===== config.mk =====
export PLATFORM = sky130hd
export DESIGN_NAME = loop_cntr_flat
export DESIGN_NICKNAME = d
export VERILOG_FILES = /design/src/rtl/loop_cntr_if.sv /design/src/rtl/loop_cntr.sv /design/src/flat_wrapper.sv
export SDC_FILE = /design/constraint.sdc
export NUM_CORES = 1
export LEC_CHECK = 0
export ABC_AREA = 1
export CAP_MARGIN = 0
export CORE_MARGIN = 2
export CORE_UTILIZATION = 51
export CTS_CLUSTER_SIZE = 16
export DETAILED_ROUTE_END_ITERATION = 12
export HOLD_SLACK_MARGIN = 0.15
export PLACE_DENSITY = 0.78
export RECOVER_POWER = 25
export SLEW_MARGIN = 10
export SYNTH_ARGS = -nofsm -noshare
export SYNTH_HDL_FRONTEND = slang
export SYNTH_SLANG_ARGS = --single-unit
export TNS_END_PERCENT = 10

===== constraint.sdc =====
create_clock -name clk -period 2.05 [get_ports clk]
set_input_delay 0.41 -clock clk [delete_from_list [all_inputs] [get_ports clk]]
set_output_delay 0.41 -clock clk [all_outputs]
set_load 0.02 [all_outputs]

===== src/rtl/loop_cntr_if.sv =====
// Command/status bundle for loop_cntr: load/step/clear requests in, count and run flags out.
interface loop_cntr_if #(
  parameter int WIDTH = 16
);
  logic [WIDTH-1:0] din;
  logic             ld;
  logic             dec;
  logic             inc;
  logic             clr;
  logic [WIDTH-1:0] dout;
  logic             eqz;
  logic             busy;
  logic             done;
  logic             tc;
  logic             uflow;

  modport master (
    output din, ld, dec, inc, clr,
    input  dout, eqz, busy, done, tc, uflow
  );

  modport slave (
    input  din, ld, dec, inc, clr,
    output dout, eqz, busy, done, tc, uflow
  );
endinterface


===== src/rtl/loop_cntr.sv =====
// Loadable loop counter with IDLE/RUN/DONE sequencing and a one-shot terminal-count pulse.
// Optional sticky underflow detection is built only when LOOP_CNTR_UFLOW_EN is defined.
module loop_cntr #(
  parameter int WIDTH    = 16,
  parameter int MODE_SAT = 1
) (
  input  logic        clk,
  input  logic        rst_n,
  loop_cntr_if.slave  bus
);

  typedef enum logic [1:0] {IDLE, RUN, DONE} state_t;

  localparam logic [WIDTH-1:0] ALL_ONES = '1;
  localparam logic [WIDTH-1:0] ONE      = {{(WIDTH-1){1'b0}}, 1'b1};

  state_t           state_q, state_d;
  logic [WIDTH-1:0] count_q, count_d;
  logic             busy_q, busy_d;
  logic             done_q, done_d;
  logic             tc_q, tc_d;

  always_comb begin
    state_d = state_q;
    count_d = count_q;
    if (bus.clr) begin
      count_d = '0;
      state_d = IDLE;
    end else if (bus.ld) begin
      count_d = bus.din;
      state_d = (bus.din != '0) ? RUN : DONE;
    end else if (bus.inc && bus.dec) begin
      count_d = count_q;
    end else if (bus.inc) begin
      if (state_q == RUN) begin
        if (count_q == ALL_ONES) begin
          if (MODE_SAT == 0) begin
            count_d = '0;
            state_d = DONE;
          end
        end else begin
          count_d = count_q + ONE;
        end
      end
    end else if (bus.dec) begin
      // RUN never holds zero, so this decrement cannot wrap.
      if (state_q == RUN) begin
        count_d = count_q - ONE;
        if (count_q == ONE) state_d = DONE;
      end
    end
    busy_d = (state_d == RUN);
    done_d = (state_d == DONE);
    tc_d   = (state_d == DONE) && (state_q != DONE);
  end

  always_ff @(posedge clk or negedge rst_n) begin
    if (!rst_n) begin
      state_q <= IDLE;
      count_q <= '0;
      busy_q  <= 1'b0;
      done_q  <= 1'b0;
      tc_q    <= 1'b0;
    end else begin
      state_q <= state_d;
      count_q <= count_d;
      busy_q  <= busy_d;
      done_q  <= done_d;
      tc_q    <= tc_d;
    end
  end

`ifdef LOOP_CNTR_UFLOW_EN
  logic uflow_q, uflow_d;

  // A lone decrement at zero flags underflow; only clr, ld or reset clear it.
  always_comb begin
    uflow_d = uflow_q;
    if (bus.clr || bus.ld) begin
      uflow_d = 1'b0;
    end else if (bus.dec && !bus.inc && (count_q == '0)) begin
      uflow_d = 1'b1;
    end
  end

  always_ff @(posedge clk or negedge rst_n) begin
    if (!rst_n) uflow_q <= 1'b0;
    else        uflow_q <= uflow_d;
  end

  assign bus.uflow = uflow_q;
`else
  assign bus.uflow = 1'b0;
`endif

  assign bus.dout = count_q;
  assign bus.eqz  = (count_q == '0);
  assign bus.busy = busy_q;
  assign bus.done = done_q;
  assign bus.tc   = tc_q;

endmodule

===== src/flat_wrapper.sv =====
// flat-port wrapper written by rule: the top's interface ports become plain ports
module loop_cntr_flat 
#(
  parameter int WIDTH    = 16,
  parameter int MODE_SAT = 1
)
  (clk, rst_n, bus_din, bus_ld, bus_dec, bus_inc, bus_clr, bus_dout, bus_eqz, bus_busy, bus_done, bus_tc, bus_uflow);
  loop_cntr_if #(.WIDTH(WIDTH)) bus_i ();
  input  logic clk;
  input  logic rst_n;
  input wire logic [$bits(bus_i.din)-1:0] bus_din;
  input wire logic [$bits(bus_i.ld)-1:0] bus_ld;
  input wire logic [$bits(bus_i.dec)-1:0] bus_dec;
  input wire logic [$bits(bus_i.inc)-1:0] bus_inc;
  input wire logic [$bits(bus_i.clr)-1:0] bus_clr;
  output wire logic [$bits(bus_i.dout)-1:0] bus_dout;
  output wire logic [$bits(bus_i.eqz)-1:0] bus_eqz;
  output wire logic [$bits(bus_i.busy)-1:0] bus_busy;
  output wire logic [$bits(bus_i.done)-1:0] bus_done;
  output wire logic [$bits(bus_i.tc)-1:0] bus_tc;
  output wire logic [$bits(bus_i.uflow)-1:0] bus_uflow;
  assign bus_i.din = bus_din;
  assign bus_i.ld = bus_ld;
  assign bus_i.dec = bus_dec;
  assign bus_i.inc = bus_inc;
  assign bus_i.clr = bus_clr;
  assign bus_dout = bus_i.dout;
  assign bus_eqz = bus_i.eqz;
  assign bus_busy = bus_i.busy;
  assign bus_done = bus_i.done;
  assign bus_tc = bus_i.tc;
  assign bus_uflow = bus_i.uflow;
  loop_cntr #(.WIDTH(WIDTH), .MODE_SAT(MODE_SAT)) u_core (.clk(clk), .rst_n(rst_n), .bus(bus_i));
endmodule

==> flow_summary_export.csv <==
group,metric,value,unit
timing,fin_crit,1.975,ns
clock_tree,htree_levels,1,
layout,syn_to_final_growth,35.83,%
placement,postPlaceCellArea,2581,um^2
timing,fin_crit_sh,96.32,%
layout,final_cell_area,2628,um^2
critical_path,critical_path.startpoint,"u_core.bus.dout[8]$_DFFE_PN0P_",
timing,worst_slew_pin_slew,1.206,ns
global_routing,grt_util_all_layers,28.74,%
synth,synth_top_area_share,27.17,%
timing,relSlewSlack,19.62,%
global_routing,grt_max_degree,22,
synth,syn_avg_cell_area,5.844,um^2
synth,synthesis.nets,357,
outcome,outcome,"finished, final reports clean",
synth,yosysMostFrequentCell,"nand2_1",
route,wl_per_cell,12.70,um
layout,regArea,525.5,um^2
route,ant_nets,0,
placement,hpwl,4.446,mm
floorplanning,row_count,22,
floorplanning,core-area,3661,um^2
synth,syn_area,1934,um^2
floorplanning,die_width,65.59,um
synth,synth_common_cells,"112 x nand2_1, 55 x nor2_1, 44 x nand3_1, 32 x inv_1, 21 x dfrtp_1",
floorplanning,start_util,52.84,%
synth,synth-seq-area-share,27.17,%
clock_tree,post_cts_buffers,0,
synth,ys_ff_latch,21,
route,first_pass_iters,4,
timing,tns,0,ns
critical_path,crit_type,"reg -> out",
layout,drive_above_1_share,13.32,%
timing,worst_slack,0.07537,ns
synth,ys_types,29,
critical_path,crit_required,1.64,ns
run,cap_viol_max_count,0,
floorplanning,die_area,4301,um^2
critical_path,start_kind,"flop",
placement,io_buffers,41,
critical_path,critical_path.slowest_cell,"dfrtp_1",
route,via_per_inst,5.078,
synth,synth-main-ff-cell,"dfrtp_1",
synth,synthCells,331,
global_routing,grt_pass1_wl,9.397,mm
critical_path,cp_top_family,"simple AND/OR/NAND/NOR gates",
timing,worst_hold_slack,0.5763,ns
synth,synth_edf_count,0,
synth,async_flop_share,100.0,%
placement,globalplace.congestion,0.9478,
clock_tree,cts_root_buf,"clkbuf_8",
critical_path,worst-path-max-fanout,2,
layout,antennaDiodeCount,0,
synth,yosys_warnings,0,
power_and_ir_drop,vdd_ir_drop_max,308.9,uV
layout,multi_input_area,1192,um^2
timing,maxSlewViolCount,0,
placement,post-place-ws,0.007258,ns
timing,max_freq,506.4,MHz
layout,fillers,329,
timing,skew,0.004225,ns
timing,setup_viol,0,
clock_tree,cts_tree,"done",
route,vias,2265,
power_and_ir_drop,p_leak,0.001313,uW
min_path,holdCritStartpoint,"u_core.state_q[1]$_DFF_PN0_",
clock_tree,numCtsBuffers,3,
route,drt-initial-drc-count,182,
clock_tree,cts_buffer_depth,2,
clock_tree,clk_pin_slew,0.09,ns
route,remaining_drc_errors,0,
layout,nNetsFinal,425,
synth,ys_top_cells_by_area,"dfrtp_1 27%, nand2_1 22%, nand3_1 11%",
critical_path,arrival,1.56,ns
floorplanning,io_pins,43,
global_routing,grt_pass1_vias,2003,
route,routed_wl,5.662,mm
timing,finalHoldViolations,0,
global_routing,grt.overflow.total,0,
floorplanning,die_h,65.59,um
synth,yosysTopAreaCell,"dfrtp_1",
critical_path,r2r_start,"u_core.bus.dout[0]$_DFFE_PN0P_",
critical_path,cp_slowest_stage_delay,0.38,ns
clock_tree,clk_latency,0.27,ns
global_routing,antenna_found_initial,0,
critical_path,crit_chain,"nor2_1 -> nand2_1 -> nor2_2 -> and3_1 -> dlygate4sd2_1",
timing,grt_setup_unrepaired,"no",
clock_tree,clkSinkCount,21,
critical_path,path_buf_inv,1,
critical_path,endpoint_kind,"output pin",
power_and_ir_drop,p_per_area,554.3,nW/um^2
min_path,hold_path_class,"reg -> reg",
## registers in the layout, indices dropped and copies added (netlist names)
register and flops:
u_core.bus.dout 16, u_core.bus.tc 1, u_core.bus.busy 1, u_core.state_q 2, u_core.bus.done 1
## layout by cell type (no fill, tap or decap), types with 6 or more instances in the layout
cell	synthesis	layout
inv_1	32	32
dfrtp_1	21	21
a21oi_1	8	8
nand3_1	44	44
buf_4	2	31
o21ai_0	15	15
clkdlybuf4s50_1	0	39
nor2_2	4	6
nand2_1	112	112
nor2_1	55	53
## worst paths after layout
kind	endpoint	slack, ns	depth (start not counted)
hold / removal	u_core.bus.tc$_DFF_PN0_	0.58	3
min in group asynchronous	u_core.bus.dout[4]$_DFFE_PN0P_	0.89	2
max in group asynchronous	u_core.bus.dout[10]$_DFFE_PN0P_	0.44	2
setup reg to reg	u_core.bus.dout[8]$_DFFE_PN0P_	0.33	11
hold reg to reg	u_core.bus.tc$_DFF_PN0_	0.58	3
setup / recovery	bus_eqz	0.08	5
## stage by stage
| stage | std cells | utilization, % | total power, uW |
|---|---|---|---|
| 6_report | 446 | 71.77 | 1456 |
| 5_1_grt | 446 | 71.77 | 1546 |
| 4_1_cts | 446 | 71.74 | 1454 |
| 3_5_place_dp | 442 | 70.51 | 1159 |
| 3_3_place_gp | 442 | 70.51 | 1155 |
| 2_1_floorplan | 331 | - | 850.8 |
## repair_timing
item / 4_1_cts / 5_1_grt
hold buffers: 0 / 0
resized for setup: 1 / 2
endpoints found under the setup margin: 1 / 1
## worst reg2reg max path, cell delays in order, from the launching register on
cell and delay, ns:
dfrtp_1 0.38, buf_4 0.16, ha_1 0.22, nand2_2 0.12, nor2_2 0.05, nand2_1 0.06
nor2_1 0.04, nand3_1 0.08, nand3_2 0.11, inv_2 0.24, nand3_1 0.14, nand2_1 0.08
## cell families after synthesis
family,count (synthesis),synth area share [%]
buffers and inverters,47,11.45
adders and majority gates,4,2.587
AOI/OAI and AO/OA,29,8.474
other,1,0.1939
and+or+nand+nor,229,50.13
DFF,21,27.17
## where the power goes
group          internal [uW]  switching, uW  total (uW)
Sequential               452           20.7         473
Combinational            299            388         687
Clock                    136            160         297
Total                    888            569        1460
## per-layer routing
layer  up-vias  GRT usage, %  part of all wire [%]
met5         -             0                     0
met4         0         7.292                   1.8
met3        13         3.425                   4.8
met2        74         47.70                    46
met1       995         39.70                    47
li1       1183             -                     -
## area by class of cell
| cell class | count | area share, % |
|---|---|---|
| multi-input cells | 263 | 45.38 |
| repair buffers | 74 | 25.33 |
| flip-flops and latches | 21 | 20.00 |
| inverters | 36 | 5.238 |
| well taps | 48 | 2.286 |
| clock buffers | 3 | 1.571 |
| clock inverters | 1 | 0.1905 |
Power figures use the tool's default switching activity.
